[config.mk]
export PLATFORM = sky130hd
export DESIGN_NAME = tweet_store
export DESIGN_NICKNAME = d
export VERILOG_FILES = /design/src/rtl/tweet_store_pkg.sv /design/src/rtl/tweet_store_msg_ram.sv /design/src/rtl/tweet_store.sv
export SDC_FILE = /design/constraint.sdc
export NUM_CORES = 1
export LEC_CHECK = 0
export ABC_CLOCK_PERIOD_IN_PS = 6900
export BUFFER_PORTS_ARGS = -buffer_cell sky130_fd_sc_hd__buf_2
export CORE_ASPECT_RATIO = 1.2
export CORE_MARGIN = 2
export CORE_UTILIZATION = 60
export CTS_CLUSTER_SIZE = 8
export DETAILED_ROUTE_END_ITERATION = 6
export GPL_TIMING_DRIVEN = 1
export PLACE_DENSITY = 0.86
export REMOVE_ABC_BUFFERS = 1
export SLEW_MARGIN = 30
export SYNTH_ARGS = -nofsm -noshare
export SYNTH_HDL_FRONTEND = slang
export SYNTH_SLANG_ARGS = --single-unit
export TNS_END_PERCENT = 10
[constraint.sdc]
create_clock -name sysclk -period 6.9 [get_ports sysclk]
set_input_delay 1.38 -clock sysclk [delete_from_list [all_inputs] [get_ports sysclk]]
set_output_delay 1.38 -clock sysclk [all_outputs]
set_load 0.02 [all_outputs]
[src/rtl/tweet_store_pkg.sv]
// Shared state encodings and constants for the serial message store.
package tweet_pkg;

    typedef enum logic [2:0] {
        RX_IDLE   = 3'd0,
        RX_START  = 3'd1,
        RX_DATA   = 3'd2,
        RX_STOP   = 3'd3,
        RX_COMMIT = 3'd4
    } rx_state_t;

    typedef enum logic [2:0] {
        TX_IDLE  = 3'd0,
        TX_FETCH = 3'd1,
        TX_START = 3'd2,
        TX_DATA  = 3'd3,
        TX_STOP  = 3'd4
    } tx_state_t;

    localparam logic [7:0] BS_DEFAULT = 8'h08;

endpackage

[src/rtl/tweet_store_msg_ram.sv]
// Simple dual-port message buffer: one write port, one registered read port, no reset.
module msg_ram
    import tweet_pkg::*;
#(
    parameter int DEPTH     = 160,
    parameter int AW        = 8,
    parameter int DATA_BITS = 8
) (
    input  logic                 sysclk,
    input  logic                 we,
    input  logic [AW-1:0]        waddr,
    input  logic [DATA_BITS-1:0] wdata,
    input  logic [AW-1:0]        raddr,
    output logic [DATA_BITS-1:0] rdata
);

    logic [DATA_BITS-1:0] mem_r [DEPTH];
    logic [DATA_BITS-1:0] rdata_r;

    // Write port and synchronous read port share the single clock.
    always_ff @(posedge sysclk) begin
        if (we) begin
            mem_r[waddr] <= wdata;
        end
        rdata_r <= mem_r[raddr];
    end

    assign rdata = rdata_r;

endmodule

[src/rtl/tweet_store.sv]
// Serial message store: receives UART frames into a buffer with backspace editing,
// echoes the line while not full, and replays the whole buffer on a play pulse.
module tweet_store
    import tweet_pkg::*;
#(
    parameter int                   CLK_DIV   = 5208,
    parameter int                   DEPTH     = 160,
    parameter int                   AW        = 8,
    parameter int                   DATA_BITS = 8,
    parameter logic [DATA_BITS-1:0] BS_CODE   = DATA_BITS'(BS_DEFAULT)
) (
    input  logic        sysclk,
    input  logic        reset,
    input  logic        rx_in,
    input  logic        play,
    input  logic        clear,
    output logic        tx_out,
    output logic        busy,
    output logic [AW:0] count,
    output logic        full,
    output logic        overflow,
    output logic        framing_err
);

    localparam int DW = $clog2(CLK_DIV);
    localparam int BW = $clog2(DATA_BITS + 1);
    localparam logic [DW-1:0] DIV_LAST  = DW'(CLK_DIV - 1);
    localparam logic [DW-1:0] HALF_LAST = DW'(CLK_DIV / 2 - 1);
    localparam logic [DW-1:0] DIV_ONE   = DW'(1);
    localparam logic [BW-1:0] BIT_LAST  = BW'(DATA_BITS - 1);
    localparam logic [BW-1:0] BIT_ONE   = BW'(1);
    localparam logic [AW:0]   DEPTH_C   = (AW + 1)'(DEPTH);
    localparam logic [AW:0]   CNT_ONE   = (AW + 1)'(1);
    localparam logic [AW:0]   CNT_ZERO  = (AW + 1)'(0);

    logic                 rx_meta_r, rx_sync_r, rx_prev_r;
    logic                 rx_fall_s;
    rx_state_t            rx_state_r, rx_state_s;
    logic [DW-1:0]        rx_div_r;
    logic [BW-1:0]        rx_bit_r;
    logic [DATA_BITS-1:0] rx_shift_r;
    logic                 rx_stop_r;

    tx_state_t            tx_state_r, tx_state_s;
    logic [DW-1:0]        tx_div_r;
    logic [BW-1:0]        tx_bit_r;
    logic [DATA_BITS-1:0] tx_shift_r;
    logic [AW:0]          tx_idx_r;
    logic                 tx_out_r, tx_bit_s;
    logic                 busy_r;

    logic [AW:0]          count_r, count_s;
    logic                 full_r, ovf_r, ovf_s, ferr_r, ferr_s;
    logic                 we_s, play_ok_s;
    logic [DATA_BITS-1:0] rd_data_s;

    assign rx_fall_s = rx_prev_r & ~rx_sync_r;
    assign play_ok_s = play & ~clear & (rx_state_r == RX_IDLE) & ~busy_r & (count_r != CNT_ZERO);

    // Two-flop synchroniser plus one delayed copy for falling-edge detection.
    always_ff @(posedge sysclk or negedge reset) begin
        if (!reset) begin
            rx_meta_r <= 1'b1;
            rx_sync_r <= 1'b1;
            rx_prev_r <= 1'b1;
        end else begin
            rx_meta_r <= rx_in;
            rx_sync_r <= rx_meta_r;
            rx_prev_r <= rx_sync_r;
        end
    end

    // RX next state; receiver is parked while playback owns the buffer.
    always_comb begin
        rx_state_s = rx_state_r;
        if (clear) begin
            rx_state_s = RX_IDLE;
        end else begin
            case (rx_state_r)
                RX_IDLE: begin
                    if (rx_fall_s && !busy_r && !play_ok_s) rx_state_s = RX_START;
                    else                                    rx_state_s = RX_IDLE;
                end
                RX_START: begin
                    if (rx_div_r == HALF_LAST) rx_state_s = rx_sync_r ? RX_IDLE : RX_DATA;
                    else                       rx_state_s = RX_START;
                end
                RX_DATA: begin
                    if (rx_div_r == DIV_LAST && rx_bit_r == BIT_LAST) rx_state_s = RX_STOP;
                    else                                              rx_state_s = RX_DATA;
                end
                RX_STOP: begin
                    if (rx_div_r == DIV_LAST) rx_state_s = RX_COMMIT;
                    else                      rx_state_s = RX_STOP;
                end
                RX_COMMIT: rx_state_s = RX_IDLE;
                default:   rx_state_s = RX_IDLE;
            endcase
        end
    end

    // RX state, bit timer and mid-bit sampling shift register.
    always_ff @(posedge sysclk or negedge reset) begin
        if (!reset) begin
            rx_state_r <= RX_IDLE;
            rx_div_r   <= {DW{1'b0}};
            rx_bit_r   <= {BW{1'b0}};
            rx_shift_r <= {DATA_BITS{1'b0}};
            rx_stop_r  <= 1'b0;
        end else begin
            rx_state_r <= rx_state_s;
            if (rx_state_s != rx_state_r || rx_state_r == RX_IDLE || rx_div_r == DIV_LAST) begin
                rx_div_r <= {DW{1'b0}};
            end else begin
                rx_div_r <= rx_div_r + DIV_ONE;
            end
            if (rx_state_r != RX_DATA) begin
                rx_bit_r <= {BW{1'b0}};
            end else if (rx_div_r == DIV_LAST) begin
                rx_bit_r   <= rx_bit_r + BIT_ONE;
                rx_shift_r <= {rx_sync_r, rx_shift_r[DATA_BITS-1:1]};
            end else begin
                rx_bit_r <= rx_bit_r;
            end
            if (rx_state_r == RX_STOP && rx_div_r == DIV_LAST) begin
                rx_stop_r <= rx_sync_r;
            end
        end
    end

    // Commit rules: framing check, backspace, store, or overflow; clear overrides a commit.
    always_comb begin
        we_s    = 1'b0;
        count_s = count_r;
        ovf_s   = ovf_r;
        ferr_s  = ferr_r;
        if (clear) begin
            count_s = CNT_ZERO;
            ovf_s   = 1'b0;
            ferr_s  = 1'b0;
        end else if (rx_state_r == RX_COMMIT) begin
            if (!rx_stop_r) begin
                ferr_s = 1'b1;
            end else if (rx_shift_r == BS_CODE) begin
                if (count_r != CNT_ZERO) count_s = count_r - CNT_ONE;
                else                     count_s = count_r;
            end else if (count_r < DEPTH_C) begin
                we_s    = 1'b1;
                count_s = count_r + CNT_ONE;
            end else begin
                ovf_s = 1'b1;
            end
        end else begin
            count_s = count_r;
        end
    end

    // Buffer fill level and sticky status flags.
    always_ff @(posedge sysclk or negedge reset) begin
        if (!reset) begin
            count_r <= CNT_ZERO;
            full_r  <= 1'b0;
            ovf_r   <= 1'b0;
            ferr_r  <= 1'b0;
        end else begin
            count_r <= count_s;
            full_r  <= (count_s == DEPTH_C);
            ovf_r   <= ovf_s;
            ferr_r  <= ferr_s;
        end
    end

    msg_ram #(
        .DEPTH     (DEPTH),
        .AW        (AW),
        .DATA_BITS (DATA_BITS)
    ) u_ram (
        .sysclk (sysclk),
        .we     (we_s),
        .waddr  (count_r[AW-1:0]),
        .wdata  (rx_shift_r),
        .raddr  (tx_idx_r[AW-1:0]),
        .rdata  (rd_data_s)
    );

    // TX next state; the next byte is read during the stop bit so frames abut.
    always_comb begin
        tx_state_s = tx_state_r;
        if (clear) begin
            tx_state_s = TX_IDLE;
        end else begin
            case (tx_state_r)
                TX_IDLE:  tx_state_s = play_ok_s ? TX_FETCH : TX_IDLE;
                TX_FETCH: tx_state_s = TX_START;
                TX_START: begin
                    if (tx_div_r == DIV_LAST) tx_state_s = TX_DATA;
                    else                      tx_state_s = TX_START;
                end
                TX_DATA: begin
                    if (tx_div_r == DIV_LAST && tx_bit_r == BIT_LAST) tx_state_s = TX_STOP;
                    else                                              tx_state_s = TX_DATA;
                end
                TX_STOP: begin
                    if (tx_div_r == DIV_LAST) tx_state_s = (tx_idx_r == count_r) ? TX_IDLE : TX_START;
                    else                      tx_state_s = TX_STOP;
                end
                default: tx_state_s = TX_IDLE;
            endcase
        end
    end

    // Line level for the following cycle, derived from the current TX state.
    always_comb begin
        tx_bit_s = 1'b1;
        case (tx_state_r)
            TX_IDLE:  tx_bit_s = full_r ? 1'b1 : rx_sync_r;
            TX_FETCH: tx_bit_s = 1'b1;
            TX_START: tx_bit_s = 1'b0;
            TX_DATA:  tx_bit_s = tx_shift_r[0];
            TX_STOP:  tx_bit_s = 1'b1;
            default:  tx_bit_s = 1'b1;
        endcase
    end

    // TX state, bit timer, byte index and registered line/busy outputs.
    always_ff @(posedge sysclk or negedge reset) begin
        if (!reset) begin
            tx_state_r <= TX_IDLE;
            tx_div_r   <= {DW{1'b0}};
            tx_bit_r   <= {BW{1'b0}};
            tx_shift_r <= {DATA_BITS{1'b0}};
            tx_idx_r   <= CNT_ZERO;
            tx_out_r   <= 1'b1;
            busy_r     <= 1'b0;
        end else begin
            tx_state_r <= tx_state_s;
            if (tx_state_s != tx_state_r || tx_state_r == TX_IDLE || tx_div_r == DIV_LAST) begin
                tx_div_r <= {DW{1'b0}};
            end else begin
                tx_div_r <= tx_div_r + DIV_ONE;
            end
            if (tx_state_r != TX_DATA) begin
                tx_bit_r <= {BW{1'b0}};
            end else if (tx_div_r == DIV_LAST) begin
                tx_bit_r <= tx_bit_r + BIT_ONE;
            end else begin
                tx_bit_r <= tx_bit_r;
            end
            if (tx_state_r == TX_START && tx_div_r == DIV_LAST) begin
                tx_shift_r <= rd_data_s;
            end else if (tx_state_r == TX_DATA && tx_div_r == DIV_LAST) begin
                tx_shift_r <= {1'b0, tx_shift_r[DATA_BITS-1:1]};
            end
            if (play_ok_s) begin
                tx_idx_r <= CNT_ZERO;
            end else if (tx_state_r == TX_DATA && tx_state_s == TX_STOP) begin
                tx_idx_r <= tx_idx_r + CNT_ONE;
            end
            tx_out_r <= clear ? 1'b1 : tx_bit_s;
            busy_r   <= ~clear & ((tx_state_r != TX_IDLE) | play_ok_s);
        end
    end

    assign tx_out      = tx_out_r;
    assign busy        = busy_r;
    assign count       = count_r;
    assign full        = full_r;
    assign overflow    = ovf_r;
    assign framing_err = ferr_r;

endmodule

After elaboration in Yosys (flattened, before gate mapping):

Memories as Yosys holds them, arrays and structs flattened. A register that Yosys moved wholly into a read port is not among the register bits.
Cells that the tools add are included.

* input bits: 5
* logic and storage cells: 138
* memories: 1
* flip-flop bits (word level): 83
* RAM bits: 1280
* output and inout port bits: 14

Memories
* u_ram.mem_r: words 160, width 8, rd ports 1, clocked after Yosys merged registers in 1, wr ports 1, RTL line tweet_store_msg_ram.sv:17 `logic [DATA_BITS-1:0] mem_r [DEPTH];`

* reductions and logical operators: 27
* multiplexer cells: 48
* add/subtract/negate cells: 7
* order comparisons: 1
* bitwise operators: 11
* equal/unequal tests: 24

Operators by type and width (number)
* $mux 9: 8
* $add 13x1->13 const B: 2
* $eq 13x13->1 const B: 2
* $mux 13: 2
* $mux 1: 21
* $add 9x1->9 const B: 2
* $mux 4: 4
* $mux 8: 2
* $mux 3: 5
* $pmux 3 s5: 1
* $eq 13x12->1 const B: 1
* $eq 3x2->1 const B: 4
* $pmux 3 s4: 1
* $reduce_bool 2->1: 6
* $eq 3x3->1 const B: 3
* $eq 9x8->1 const B: 1
* $eq 9x9->1: 1
* $lt 9x8->1 const B: 1
* $reduce_bool 9->1: 1
* $sub 9x1->9 const B: 1
* $add 4x1->4 const B: 2
* $eq 4x3->1 const B: 2
* $eq 8x4->1 const B: 1
* $logic_and 1x1->1: 8
* 15 further kinds: 36

Logic depth before layout (Yosys ltp):

* word-level depth: 14
* mapped depth: 12
* gate-level depth less buffers: 9

Hierarchy:

From an unflattened synthesis, not the netlist that was laid out.

* cell total of the unflattened synthesis: 2913
* area total of the unflattened synthesis: 54568.6 µm²

Modules (own cells, without submodules)
* msg_ram: seq. area each 38597.0 µm², instances 1, area each 50382.1 µm², cells each 2489
* tweet_store: seq. area each 2082.0 µm², instances 1, area each 4186.5 µm², cells each 424

Worst setup path after synthesis:

OpenSTA, ideal clock, no wires.

* path type: reg2reg
* start point: reg rx_shift_r[5]
* end point: mem u_ram.mem_r[107][0] (enable)
* stages on the path, launching flop included: 8
* data arrival time: 4.036 ns
* slack: 2.494 ns
* setup time: 0.370 ns
* required time: 6.530 ns
* period minus slack after synthesis: 4.406 ns
* buffers on the path: 1
* cell sequence: dfrtp_1 -> or4_1 -> o2111ai_4 -> nand2b_1 -> nor3b_1 -> nand2_1 -> clkbuf_1 -> nor2_1

* longest elaborated chain between the ends: 7

Ends and longest elaborated chain
* start, declared: RTL line tweet_store.sv:41 `logic [DATA_BITS-1:0] rx_shift_r;`
* start signal, assigned: RTL line tweet_store.sv:108 `rx_shift_r <= {DATA_BITS{1'b0}};`
* start signal, assigned: RTL line tweet_store.sv:121 `rx_shift_r <= {rx_sync_r, rx_shift_r[DATA_BITS-1:1]};`
* $eq 8x4->1: RTL line tweet_store.sv:144 `end else if (rx_shift_r == BS_CODE) begin`
* $mux 1: RTL line tweet_store.sv:144
* $mux 1: RTL line tweet_store.sv:142 `if (!rx_stop_r) begin`
* $mux 1: RTL line tweet_store.sv:141 `end else if (rx_state_r == RX_COMMIT) begin`
* $mux 1: RTL line tweet_store.sv:137 `if (clear) begin`
* $mux 1: RTL line tweet_store_msg_ram.sv:22 `if (we) begin`
* $mux 1 (not written as such): RTL line tweet_store_msg_ram.sv:23 `mem_r[waddr] <= wdata;`
* end, declared: RTL line tweet_store_msg_ram.sv:17

No other way between the ends.

Final worst setup path:

* start point: reg rx_shift_r[5]
* end point: mem u_ram.mem_r[109][0] (enable)

The elaborated chain is that of the path after synthesis.

==> results.py <==
metrics = {
    "drt": {
        "drtIter0Drc": 5377,
        "via_per_inst": 7.50,
        "dr.pass1.iters": 7,
        "routedWlPerCell_microns": 37.5,
        "wl_mm": 154,
        "drc_errors": 27,
        "postRouteAntennaNets": 0,
        "vias": 30800,
    },
    "synth": {
        "synth_warnings": 0,
        "ys_seq_elements": 1371,
        "yosysTopAreaCell": "edfxtp_1",
        "postSynthCellCount": 2801,
        "synth_flop_cell": "edfxtp_1",
        "synth.top_cells.by_area": "edfxtp_1 (70%), mux4_2 (13%), dfrtp_1 (3.6%)",
        "avgSynthCellArea_sq_um": 19.5,
        "ys_top_cells_by_count": "edfxtp_1 (1,280), mux4_2 (306), nor2_1 (237)",
        "synth_cell_types": 78,
        "synth-async-reset-ratio_pct": 6.05,
        "synth_top_area_share_pct": 70.4,
        "synth_edf_count": 1280,
        "ys_seq_area_share_pct": 74.5,
        "synth.most_common_cell": "edfxtp_1",
        "syn-cell-area_sq_um": 54600,
    },
    "final_layout": {
        "num-nets-final": 2903,
        "drive_gt1_share_pct": 21.9,
        "area_growth_pct": 11.6,
    },
    "setup_path": {
        "cp_top_family": "simple AND/OR/NAND/NOR gates",
        "path_buf_inv": 0,
        "critPathLaunchType": "register",
        "endpoint_kind": "register",
        "arrival_ns": 5.27,
        "path_cells": "or4_1 > o2111ai_4 > nand2b_1 > nor3b_1 > nand2_1 > nor2_1",
        "worst-setup-path-type": "reg -> reg",
        "critPathRequiredTime_ns": 7.28,
        "cp_max_fo": 76,
        "cpMaxStageDelayCell": "dfrtp_4",
        "cp_slowest_stage_delay_ns": 1.00,
    },
    "power": {
        "p_clk_share_pct": 47.7,
        "p_sw_share_pct": 20.0,
        "power_uw": 17600,
        "power_density_nw_per_um2": 288,
        "seqPwrFrac_pct": 51.2,
        "vdd_drop_max_v": 0.000235,
        "leakage_uw": 0.0209,
        "power.internal_uw": 14100,
        "p_comb_share_pct": 1.1,
        "switchingPower_uw": 3510,
    },
    "floorplanning": {
        "fp.dieW_microns": 279,
        "rows": 121,
        "die-area_sq_um": 93400,
        "fp.dieH_microns": 334,
        "initial_core_util_pct": 60.4,
        "core_sq_um": 90400,
        "pin_count": 19,
    },
    "placement": {
        "port_buffers": 18,
        "finalWeightedCongestion": 0.940,
        "place_hpwl_mm": 79.6,
    },
    "clock_network": {
        "cts_resized": 0,
        "cts_hold_buf": 0,
        "cts_tree": "built",
        "cts.sinks": 1371,
        "htree_levels": 4,
        "clkLatencyLatePin_ns": 0.78,
        "post-cts-setup-buffer-count": 0,
        "cts_root_buffer": "clkbuf_16",
        "cts_buffers": 189,
        "clock_path_buffers": 3,
        "path_clk_slew_ns": 0.05,
    },
    "sta": {
        "period_needed_ns": 4.89,
        "slew_violations": 0,
        "finalSetupTns_ns": 0,
        "fin_skew_ns": 0.0308,
        "slew_headroom_pct": 23.8,
        "max_freq_ghz": 0.205,
        "rsz0062_at_grt": "no",
        "setup_viol": 0,
        "finalCritPeriodShare_pct": 70.8,
        "worst_pin_slew_ns": 1.13,
        "final-hold-violation-count": 0,
    },
    "flow_run": {
        "drv_cap": 0,
    },
    "status": {
        "status": "finished with violations",
        "violations": "DRC",
    },
    "global_routing": {
        "grt_use_total_pct": 33.4,
        "overflow": 0,
        "antenna_found_initial": 9,
        "grt_max_degree": 129,
        "grt_pass1_vias": 31200,
        "grt_pass1_wl_mm": 222,
    },
    "min_path": {
        "hold_path.class": "reg -> reg",
    },
}
==> per-layer routing <==
metal	up-vias	part of all wire, %	wire [microns]	track usage, %
met5	-	0.062	96	0
met4	14	8.6	13300	22.7
met3	805	13	19700	10.7
met2	3124	47	72300	51.9
met1	15400	32	48800	40.4
li1	11500	-	-	-
==> area by class of cell <==
class | count | area (sq um)
Sequential cell | 1371 | 40700
Fill cell | 4977 | 29500
Multi-Input combinational cell | 1248 | 12900
Clock buffer | 236 | 5050
Tap cell | 1168 | 1460
Timing Repair Buffer | 60 | 576
Clock inverter | 6 | 71.3
Inverter | 18 | 70.1
Antenna cell | 2 | 5.00
==> kinds of logic (layout without fill, tap and decap cells) <==
logic type                 Yosys count  after routing  share of synthesized area, %
adders and majority gates           10             10                         0.229
buffers and inverters              182            320                          1.92
DFF                               1371           1371                          74.5
and+or+nand+nor                    522            522                          4.48
muxes                              451            451                          15.4
xor gates and xnor gates            50             50                         0.802
AOI/OAI and AO/OA                  215            215                          2.68
other                                0              2                             0
==> sequential cells by signal (all words and copies together) (netlist names), 3 cells and up <==
name and cells:
tx_shift_r 8, u_ram.rdata 8, tx_idx_r 9, rx_shift_r 8, tx_bit_r 4, u_ram.mem_r 1280
tx_div_r 13, rx_div_r 13, count 9, rx_bit_r 4, tx_state_r 3, rx_state_r 3
==> per-stage QoR <==
stage,setup WS [ns],util [%],hold WS [ns],area (sq um),cells
2_1_floorplan,-7.77,-,0.345,53600,2637
3_3_place_gp,2.62,61.4,0.352,55500,3858
3_5_place_dp,2.50,61.5,0.348,55600,3859
4_1_cts,2.07,67.2,0.358,60700,4101
5_1_grt,2.09,67.4,0.361,60900,4107
6_report,2.01,67.4,0.358,60900,4109
==> worst paths after layout <==
check | start | endpoint | slack (ns) | cells after the start
min in group asynchronous | reset | rx_div_r[12] | 0.65 | 1
setup reg to reg | rx_shift_r[5] | u_ram.mem_r[109][0] | 2.01 | 6
hold reg to reg | rx_meta_r | rx_sync_r | 0.36 | 0
hold / removal | rx_meta_r | rx_sync_r | 0.36 | 0
max in group asynchronous | reset | rx_shift_r[0] | 5.68 | 1
setup / recovery | rx_shift_r[5] | u_ram.mem_r[109][0] | 2.01 | 6
==> cells in the final DEF (no fill, tap or decap), types with 6 or more instances in the layout <==
master,count
a211oi_1,16
a21oi_1,57
a221oi_1,26
a22oi_1,8
and2_1,12
and3_1,10
buf_12,10
buf_2,17
buf_4,26
buf_6,6
clkbuf_1,40
clkbuf_16,196
dfrtp_1,66
dfrtp_4,11
dfxtp_1,8
edfxtp_1,1280
ha_1,10
inv_1,17
mux2_2,24
mux2i_1,120
mux4_2,306
nand2_1,102
nand2b_1,7
nand3_1,33
nand4_1,11
nor2_1,231
nor2_2,6
nor2b_1,17
nor3_1,25
nor3b_1,12
nor4_1,12
o211ai_1,9
o21ai_0,43
o221ai_1,8
o22ai_1,7
xnor2_1,19
xor2_1,31
==> power by group through the flow <==
stage / clock network (uW) / registers (uW) / logic [uW]
2_1_floorplan: 0 / 9150 / 104
3_3_place_gp: 0 / 9140 / 174
3_5_place_dp: 0 / 9140 / 182
4_1_cts: 8360 / 8990 / 189
5_1_grt: 8650 / 8980 / 206
6_report: 8380 / 8990 / 200
No activity file was read; power rests on OpenSTA's default activity.
